### src/rtl/drac_reset_sequencer.sv
// drac_reset_sequencer
//   Tile-level reset/wake-up sequencer for NumHarts cores sharing one L1.5 port.
//   After the tile reset is released it waits WakeCycles edges, releases hart 0,
//   and then releases each further hart StaggerCycles edges after the previous one.
//   Once every hart is up, each hart can take a timed soft reset, which ends with
//   a one-cycle acknowledge.
//
// Ports
//   clk_i           tile clock
//   rst_i           asynchronous active-high reset
//   soft_rst_req_i  per-hart soft reset request, sampled on every edge
//   core_rstn_o     per-hart hard reset, active low (top_tile rstn_i)
//   soft_rstn_o     per-hart soft reset, active low (top_tile soft_rstn_i)
//   soft_ack_o      per-hart one-cycle pulse when a soft reset completes
//   grst_l_o        registered ~rst_i, global reset copy
//   all_up_o        every hart released, FSM in RUN
//   state_o         current FSM state (00 WAKE, 01 STAGGER, 10 RUN)
//
// state   | meaning
// --------+-------------------------------------------------------------
// WAKE    | counting wake-up edges; every hart held in reset
// STAGGER | releasing harts 1..NumHarts-1, one every StaggerCycles edges
// RUN     | all harts up; per-hart soft reset accepted; left only by rst_i

module drac_reset_sequencer #(
   parameter int NumHarts      = 1,
   parameter int WakeCycles    = 32768,
   parameter int StaggerCycles = 16,
   parameter int SoftRstCycles = 8
) (
   input  logic                clk_i,
   input  logic                rst_i,
   input  logic [NumHarts-1:0] soft_rst_req_i,
   output logic [NumHarts-1:0] core_rstn_o,
   output logic [NumHarts-1:0] soft_rstn_o,
   output logic [NumHarts-1:0] soft_ack_o,
   output logic                grst_l_o,
   output logic                all_up_o,
   output logic [1:0]          state_o
);

   localparam int MaxWS     = (WakeCycles > StaggerCycles) ? WakeCycles : StaggerCycles;
   localparam int MaxCycles = (MaxWS > SoftRstCycles) ? MaxWS : SoftRstCycles;
   localparam int CntW      = $clog2(MaxCycles + 1);
   localparam int IdxW      = (NumHarts > 1) ? $clog2(NumHarts) : 1;

   typedef enum logic [1:0] {
      ST_WAKE    = 2'b00,
      ST_STAGGER = 2'b01,
      ST_RUN     = 2'b10
   } state_t;

   state_t                state;
   logic [CntW-1:0]       wake_cnt;
   logic [CntW-1:0]       stag_cnt;
   logic [IdxW-1:0]       hart_idx;
   logic [NumHarts-1:0]   soft_act;
   logic [CntW-1:0]       soft_cnt [NumHarts];

   assign state_o = state;

   always_ff @(posedge clk_i or posedge rst_i) begin
      if (rst_i) begin
         state       <= ST_WAKE;
         wake_cnt    <= '0;
         stag_cnt    <= '0;
         hart_idx    <= '0;
         soft_act    <= '0;
         core_rstn_o <= '0;
         soft_rstn_o <= '0;
         soft_ack_o  <= '0;
         grst_l_o    <= 1'b0;
         all_up_o    <= 1'b0;
         for (int h = 0; h < NumHarts; h++) begin
            soft_cnt[h] <= '0;
         end
      end else begin
         grst_l_o   <= 1'b1;
         soft_ack_o <= '0;
         case (state)
            ST_WAKE: begin
               wake_cnt <= wake_cnt + CntW'(1);
               if (wake_cnt == CntW'(WakeCycles - 1)) begin
                  core_rstn_o[0] <= 1'b1;
                  soft_rstn_o[0] <= 1'b1;
                  if (NumHarts == 1) begin
                     state    <= ST_RUN;
                     all_up_o <= 1'b1;
                  end else begin
                     state    <= ST_STAGGER;
                     hart_idx <= IdxW'(1);
                     stag_cnt <= '0;
                  end
               end
            end
            ST_STAGGER: begin
               if (stag_cnt == CntW'(StaggerCycles - 1)) begin
                  stag_cnt <= '0;
                  // Loop over harts rather than indexing by hart_idx so a
                  // single-hart build never forms an out-of-range select.
                  for (int h = 0; h < NumHarts; h++) begin
                     if (hart_idx == IdxW'(h)) begin
                        core_rstn_o[h] <= 1'b1;
                        soft_rstn_o[h] <= 1'b1;
                     end
                  end
                  if (hart_idx == IdxW'(NumHarts - 1)) begin
                     state    <= ST_RUN;
                     all_up_o <= 1'b1;
                  end else begin
                     hart_idx <= hart_idx + IdxW'(1);
                  end
               end else begin
                  stag_cnt <= stag_cnt + CntW'(1);
               end
            end
            ST_RUN: begin
               // Every hart is released here, so soft_rstn is just ~soft_act.
               for (int h = 0; h < NumHarts; h++) begin
                  if (soft_act[h]) begin
                     if (soft_cnt[h] == '0) begin
                        soft_act[h]    <= 1'b0;
                        soft_rstn_o[h] <= 1'b1;
                        soft_ack_o[h]  <= 1'b1;
                     end else begin
                        soft_cnt[h] <= soft_cnt[h] - CntW'(1);
                     end
                  end else if (soft_rst_req_i[h]) begin
                     soft_act[h]    <= 1'b1;
                     soft_cnt[h]    <= CntW'(SoftRstCycles - 1);
                     soft_rstn_o[h] <= 1'b0;
                  end
               end
            end
            default: begin
               state <= ST_WAKE;
            end
         endcase
      end
   end

endmodule

### config.mk
export PLATFORM = sky130hd
export DESIGN_NAME = drac_reset_sequencer
export DESIGN_NICKNAME = d
export VERILOG_FILES = /design/src/rtl/drac_reset_sequencer.sv
export SDC_FILE = /design/constraint.sdc
export NUM_CORES = 1
export LEC_CHECK = 0
export BUFFER_PORTS_ARGS = -buffer_cell sky130_fd_sc_hd__buf_2
export CAP_MARGIN = 20
export CORE_MARGIN = 1.5
export CORE_UTILIZATION = 55
export CTS_BUF_LIST = sky130_fd_sc_hd__clkbuf_4 sky130_fd_sc_hd__clkbuf_8
export DETAILED_ROUTE_END_ITERATION = 6
export PLACE_DENSITY = 0.85
export SYNTH_ARGS = -nofsm -noshare
export SYNTH_HDL_FRONTEND = slang
export SYNTH_SLANG_ARGS = --single-unit
### constraint.sdc
create_clock -name clk_i -period 2.6 [get_ports clk_i]
set_input_delay 0.13 -clock clk_i [delete_from_list [all_inputs] [get_ports clk_i]]
set_output_delay 0.13 -clock clk_i [all_outputs]
set_load 0.01 [all_outputs]
# Word level (Yosys, flattened, before mapping)
# Index checks and enable logic that the tools add are counted.
# totals
register_bits	56
# op_classes
n_addsub	4
n_eq_ne	10
muxes	23
n_bitwise	1
n_reduce_logical	10
# op_table
cell	count
$mux 16	4
$add 16x1->16 const B	2
$eq 16x15->1 const B	1
$eq 16x4->1 const B	1
$logic_not 16->1	1
$sub 16x1->16 const B	1
$mux 1	13
$ne 2x2->1 const B	4
$reduce_and 4->1	2
$mux 2	3
$ne 3x3->1 const B	2
$pmux 2 s3	1
$reduce_and 6->1	1
$reduce_bool 2->1	2
$pmux 1 s3	1
$reduce_and 3->1	1
$reduce_bool 3->1	1
$eq 2x1->1 const B	1
$eq 2x2->1 const B	1
$logic_not 2->1	1
$pmux 1 s2	1
$reduce_and 2->1	1
$add 1x1->1 const B	1
$not 1->1	1

# Depth between registers and ports, before layout
# Gate-level depths: netlist of run 1.
# depth
ltp_word	4
ltp_mapped	8
ltp_nobuf	7

# Least setup slack after synthesis of run 1
# Ideal clock, no wire load.
# synth_path
kind	reg-to-reg
start	reg soft_cnt[0] (netlist name)
end	reg soft_cnt[9] (netlist name)
setup_ns	0.069
arrival_ns	1.833
t_required_ns	2.531
setup_slack_ns	0.698
path_stages_with_launch	9
cell_sequence	dfrtp_1 inv_1 ha_1 nor3b_2 and4b_1 buf_6 and2_4 or4_1 nand3_1
# synth_via
elab_chain_len	3
elab_cells_between_ends	6
classes_between	add/sub: 1; eq/ne: 1; mux: 2; reduce/logical: 2
# synth_rtl
item	line	source
start: declaration	58	logic [CntW-1:0] soft_cnt [NumHarts];
start signal: indexed assignment	126	soft_cnt[h] <= soft_cnt[h] - CntW'(1);
start signal: indexed assignment	130	soft_cnt[h] <= CntW'(SoftRstCycles - 1);
$sub 16x1->16 / $logic_not 16->1 (equally long branches)	126, 121	
$mux 16 / $ne 2x2->1 (equally long branches)	n/a	
$mux 16 / $reduce_and 3->1 (equally long branches)	n/a	
# Parallel ways exist; a longest one is shown, timed or not. The select of a mux whose other input is x is not followed.
# A chain may end at the register's enable or synchronous reset.

# Worst setup path after layout of run 1
# layout_path
start	reg soft_cnt[0] (netlist name)
end	reg soft_cnt[10] (netlist name)
# The elaborated chain is that of the path after synthesis.

==> flow_summary_export.csv, run 1 <==
group,metric,value,unit
run_status,status,"completed",
critical_path,cp.required,2.83,ns
timing,clock_skew,0.00938,ns
cts,cts_tree,"yes",
synthesis,ys_warn_count,0,
synthesis,synth-seq-cells,38,
layout,post-route-util,62.7,%
timing,fmax,0.465,GHz
critical_path,path_class,"reg -> reg",
cts,path_clk_slew,0.11,ns
timing,setup_tns,0,ns
place,dp_cells,243,
power_and_ir_drop,pwr-share-clk,40.0,%
global_route,grt_overflow,0,
power_and_ir_drop,powerDensity,488,nW/um2
die,fp.dieArea,3870,um2
power_and_ir_drop,switching_share,19.6,%
cts,post_cts_resized,0,
die,core_area,3340,um2
drt,drtIter0Drc,144,
synthesis,synth_top_family_by_area,"simple AND/OR/NAND/NOR gates",
synthesis,synth-adder-area-share,1.30,%
drt,dr.pass1.iters,5,
synthesis,synth_area,1930,um2
drt,postRouteAntennaNets,0,
cts,clock_path_buffers,2,
layout,stdcell_count,251,
drt,wl,3720,um
drt,drc,0,
layout,nNetsFinal,210,
place,pre_cts_ws,0.486,ns
critical_path,worstSetupStartpointType,"flip-flop",
global_route,antenna_found_initial,0,
cts,postCtsHoldBufs,1,
synthesis,synth_simple_gate_area_share,22.8,%
power_and_ir_drop,vdd.ir_drop.worst,0.000281,V
synthesis,synth_seq_area_share,49.4,%
place,globalplace.congestion,0.945,
power_and_ir_drop,p_sw,0.200,mW
cts,cts_root_buf,"clkbuf_4",
synthesis,synth-edff-count,0,
power_and_ir_drop,p_leak,0.913,nW
cts,clock_latency,0.34,ns
layout,drive_gt1_share,12.7,%
timing,drv_slew,0,
global_route,grt_pass1_vias,1423,
cts,clock_sinks,38,
die,dieWidth,62.2,um
cts,cts-htree-levels,2,
cts,numCtsBuffers,5,
timing,fin_crit,2.15,ns
layout,nFillCells,277,
critical_path,critPathArrivalTime,2.38,ns
synthesis,synth-async-reset-ratio,100,%
global_route,grt_pass1_wl,6590,um
global_route,grt_usage,21.5,%
die,rows,21,
timing,setup_viol,0,
power_and_ir_drop,p_seq_share,58.1,%
synthesis,synth-xor-area-share,6.82,%
timing,rsz0062_at_grt,"false",
synthesis,syn-num-nets,199,
synthesis,synth-compound-area-share,13.9,%
flow_run,drv_cap,0,
drt,vias,1484,
synthesis,synthFlopType,"dfrtp_1",
synthesis,syn_inst,194,
synthesis,synth_mux_area_share,1.62,%
drt,vias_per_cell,5.91,
critical_path,cp-end-kind,"flip-flop",
timing,timing.final.crit_share,82.8,%
power_and_ir_drop,p_int,0.821,mW
timing,worst_pin_slew,0.580,ns
die,initial_core_util,57.7,%
hold_path,hold_path_class,"in -> reg",
power_and_ir_drop,power.total,1.02,mW
critical_path,crit_fanout,6,
timing,relSlewSlack,61.0,%
place,dp_hpwl,2530,um
power_and_ir_drop,power_frac_comb,1.8,%
cts,post-cts-setup-buffer-count,0,
timing,hold_viol,0,
global_route,grt_max_degree,39,
synthesis,synth_cell_types,47,
synthesis,syn_area_per_cell,9.93,um2
layout,diodes,0,
die,io_pins,10,
timing,layout_setup_ws,0.447,ns
drt,wl_per_cell,14.8,um
die,die_h,62.2,um
layout,area_delta_synth_final,8.51,%
place,portBuffers,8,
## state kept, by name, indices dropped and copies added, names as in the netlist
name         cells
state_o          1
soft_cnt        16
soft_rstn_o      1
grst_l_o         1
soft_act         1
wake_cnt        16
soft_ack_o       1
all_up_o         1
## layout by cell type (no fill, tap or decap), types with 2 or more instances in the layout
| cell type | count |
|---|---|
| nand2_1 | 18 |
| buf_4 | 3 |
| o31ai_1 | 3 |
| buf_2 | 8 |
| xnor2_1 | 9 |
| xor2_1 | 6 |
| nand2b_1 | 2 |
| inv_1 | 7 |
| nor4_1 | 4 |
| dfrtp_1 | 38 |
| conb_1 | 2 |
| mux2i_1 | 2 |
| o21ai_0 | 11 |
| nand4b_1 | 2 |
| nand4_1 | 5 |
| nor2_1 | 15 |
| or4_1 | 3 |
| a21o_1 | 2 |
| clkbuf_4 | 5 |
| a21oi_1 | 9 |
| and2_1 | 3 |
| nor3_1 | 6 |
| o41ai_1 | 3 |
| ha_1 | 2 |
| a211oi_1 | 2 |
| nand3_1 | 12 |
## worst paths after layout
check | to | startpoint | cells after the start | slack [ns]
min in group asynchronous | soft_ack_o | rst_i | 4 | 0.42
max in group asynchronous | soft_cnt[9] | rst_i | 4 | 1.85
min | soft_cnt[0] | soft_rst_req_i | 5 | 0.28
min reg2reg | wake_cnt[12] | wake_cnt[12] | 1 | 0.48
max reg2reg | soft_cnt[10] | soft_cnt[0] | 6 | 0.45
max | soft_cnt[10] | soft_cnt[0] | 6 | 0.45
## layer usage
metal | vias up | global-route usage [%] | part of all wire [%]
li1 | 714 | - | -
met1 | 723 | 26.9 | 44
met2 | 41 | 36.4 | 49
met3 | 6 | 5.62 | 5.1
met4 | 0 | 7.50 | 1.1
met5 | - | 0 | 0
## stage by stage
stage | hold WS, ns | area, um2
finish | 0.275 | 2090
global route | 0.298 | 2090
CTS | 0.267 | 2090
detailed placement | 0.262 | 2000
global placement | 0.263 | 2000
floorplan | 0.322 | 1930
## cells by family (layout without fill, tap and decap cells)
kind of cell / count (synthesis) / after routing
compound gates: 40 / 40
xor+xnor: 15 / 15
fa+ha+maj: 2 / 2
buf+inv: 15 / 26
flops: 38 / 38
mux: 3 / 3
other cells: 2 / 2
simple gates: 79 / 79
## power groups by stage
stage / clock network (mW) / registers, mW / logic (mW)
2_1_floorplan: 0 / 0.605 / 0.0123
3_3_place_gp: 0 / 0.605 / 0.0186
3_5_place_dp: 0 / 0.605 / 0.0186
4_1_cts: 0.418 / 0.593 / 0.0198
5_1_grt: 0.439 / 0.594 / 0.0223
6_report: 0.409 / 0.593 / 0.0188
## final cells by class
cell class,count,area (um2),area share [%]
Clock buffer,6,51.3,2.45
Clock inverter,1,30.0,1.44
Inverter,7,26.3,1.26
Multi-Input combinational cell,141,902,43.1
Sequential cell,38,951,45.5
Tap cell,46,57.6,2.75
Timing Repair Buffer,12,72.6,3.47
## Yosys cell counts (all sizes together) (4+ instances only)
cell type  number  area [um2]
and2            4        27.5
xnor2           9        78.8
dfrtp          38         951
nand3          12        60.1
buf             5        36.3
nor4            6        58.8
nand2          19        78.8
xor2            6        52.6
a21oi           9        45.0
nand4           5        31.3
nor3            6        30.0
nor2           15        56.3
inv             7        26.3
o21ai          12        60.1
## critical path, cell delays in order, from the launching register on
cell and delay (ns):
dfrtp_1 0.42, inv_1 0.10, ha_1 0.20, nor3b_2 0.36, nand2_1 0.15, or4_1 0.46, o41ai_1 0.36
No activity file was read; power rests on OpenSTA's default activity.
==> run 2, diff against run 1 <==
- clock period: 2.6 -> 2.1 ns (I/O delays scaled with it)
==> run 2 against run 1 <==
Compared with the run above:
- routed wire length increased by 4.3%
- first-iteration DRC count up 9.0%
- cell count is 3.2% higher
- via count is 2.9% higher
- non-clock buffer count is 7 higher
- maximum frequency increased by 9.8%
- sequential share of layout area fell by 1.4 points
- clock skew up 0.0084 ns
- global-route usage increased by 0.70 points
- power up 25%
- die area unchanged
==> flow_summary_export.csv, run 2 (synthesis gave the netlist of run 1 again) <==
group,metric,value,unit
drt,vias,1527,
critical_path,crit_chain,"inv_1, ha_1, nor3b_4, and4b_1, and2_4, or4_1, nand3_1",
run_status,status,"completed",
global_route,antenna_found_initial,0,
cts,clock_path_buffers,2,
critical_path,crit_fanout,4,
layout,diodes,0,
global_route,grt_pass1_wl,6730,um
place,portBuffers,8,
die,io_pins,10,
critical_path,cpPeakStageDelay,0.46,ns
timing,drv_slew,0,
drt,dr.pass1.iters,4,
global_route,grt_pass1_vias,1473,
power_and_ir_drop,p_leak,0.945,nW
drt,vias_per_cell,5.90,
cts,clock_sinks,38,
cts,cts_tree,"yes",
cts,numCtsBuffers,5,
global_route,grt_overflow,0,
global_route,grt_max_degree,39,
drt,drtIter0Drc,157,
cts,clock_latency,0.37,ns
place,dp_cells,250,
layout,drive_gt1_share,16.4,%
power_and_ir_drop,power.total,1.27,mW
power_and_ir_drop,powerDensity,591,nW/um2
timing,holdWs,0.225,ns
die,core_area,3340,um2
timing,setup_viol,0,
cts,path_clk_slew,0.13,ns
drt,drc,0,
layout,nNetsFinal,217,
global_route,grt_usage,22.2,%
timing,setup_tns,0,ns
power_and_ir_drop,vdd.ir_drop.worst,0.000782,V
layout,area_delta_synth_final,12.0,%
layout,stdcell_count,259,
critical_path,r2r_slack,0.14,ns
critical_path,crit_path_top_delay_cell,"or4_1",
layout,final_common_cell,"dfrtp_1",
timing,hold_viol,0,
layout,layout_common_cells,"dfrtp_1, nand2_1, nor2_1",
timing,layout_setup_ws,0.140,ns
timing,fmax,0.510,GHz
die,dieWidth,62.2,um
critical_path,cp.required,2.40,ns
layout,reg.largest.list,"soft_cnt: 16 flops, wake_cnt: 16 flops",
critical_path,worstSetupStartpointType,"flip-flop",
place,dp_hpwl,2660,um
place,globalplace.congestion,0.960,
timing,timing.final.crit_share,93.3,%
die,die_h,62.2,um
hold_path,hold_path_class,"in -> reg",
place,pre_cts_ws,0.196,ns
drt,wl_per_cell,15.0,um
cts,cts_root_buf,"clkbuf_4",
die,initial_core_util,57.7,%
die,rows,21,
timing,fin_crit,1.96,ns
cts,post-cts-setup-buffer-count,0,
flow_run,drv_cap,0,
timing,clock_skew,0.0177,ns
drt,wl,3880,um
critical_path,cp-end-kind,"flip-flop",
timing,rsz0062_at_grt,"false",
cts,cts-htree-levels,2,
die,fp.dieArea,3870,um2
drt,postRouteAntennaNets,0,
critical_path,critPathArrivalTime,2.26,ns
critical_path,path_class,"reg -> reg",
## run 2: cell types whose count changed in the layout (fill, tap and decap cells not counted)
cell,delta
nor3b_2,-1
o41ai_1,-1
o41ai_2,+1
clkbuf_8,-1
clkinvlp_4,+2
nor3b_4,+1
buf_4,+7
## run 2: path summary, 6_finish.rpt
kind / depth (start not counted) / endpoint / startpoint
setup / recovery: 7 / soft_cnt[9] / soft_cnt[0]
hold / removal: 5 / soft_cnt[10] / soft_rst_req_i
setup reg to reg: 7 / soft_cnt[9] / soft_cnt[0]
hold reg to reg: 1 / wake_cnt[12] / wake_cnt[12]
max in group asynchronous: 4 / grst_l_o / rst_i
min in group asynchronous: 4 / soft_cnt[10] / rst_i
## run 2: metal layers
| metal | global-route usage (%) | vias up | routed length [um] |
|---|---|---|---|
| li1 | - | 734 | - |
| met4 | 11.7 | 0 | 83 |
| met5 | 0 | - | 0 |
| met2 | 36.3 | 43 | 1930 |
| met1 | 28.3 | 741 | 1680 |
| met3 | 4.35 | 9 | 182 |
## run 2: critical path: cells and delay by family, from the launching register on
kind,cells,cell delay [ns]
flip-flops,1,0.40
buffers and inverters,1,0.08
AND/OR/NAND/NOR,5,1.18
adder cells (fa/ha/maj),1,0.23
## run 2: through the flow
step	cell area, um2	utilization [%]
final	2160	64.7
after detailed placement	2050	61.5
after global placement	2050	61.5
after global routing	2160	64.7
after floorplan	1930	-
after CTS	2140	64.3
## run 2: area by class of cell
cell class / instances / area [um2]
clock buffers: 5 / 37.5
clock inverters: 3 / 45.0
fillers: 272 / 1180
inverters: 7 / 26.3
multi-input cells: 141 / 916
flip-flops and latches: 38 / 951
well taps: 46 / 57.6
repair buffers: 19 / 125
## run 2: timing repair
item,4_1_cts,5_1_grt
hold buffers,1,0
endpoints found under the hold margin,38,0
resized for setup,0,2
setup endpoints to repair,0,1
## run 2: report_power, final
group,switching [mW],total (mW),internal [mW],leakage (nW)
clock network,0.267,0.516,0.250,0.0374
registers,0.00109,0.735,0.733,0.460
logic,0.0180,0.0236,0.00558,0.448
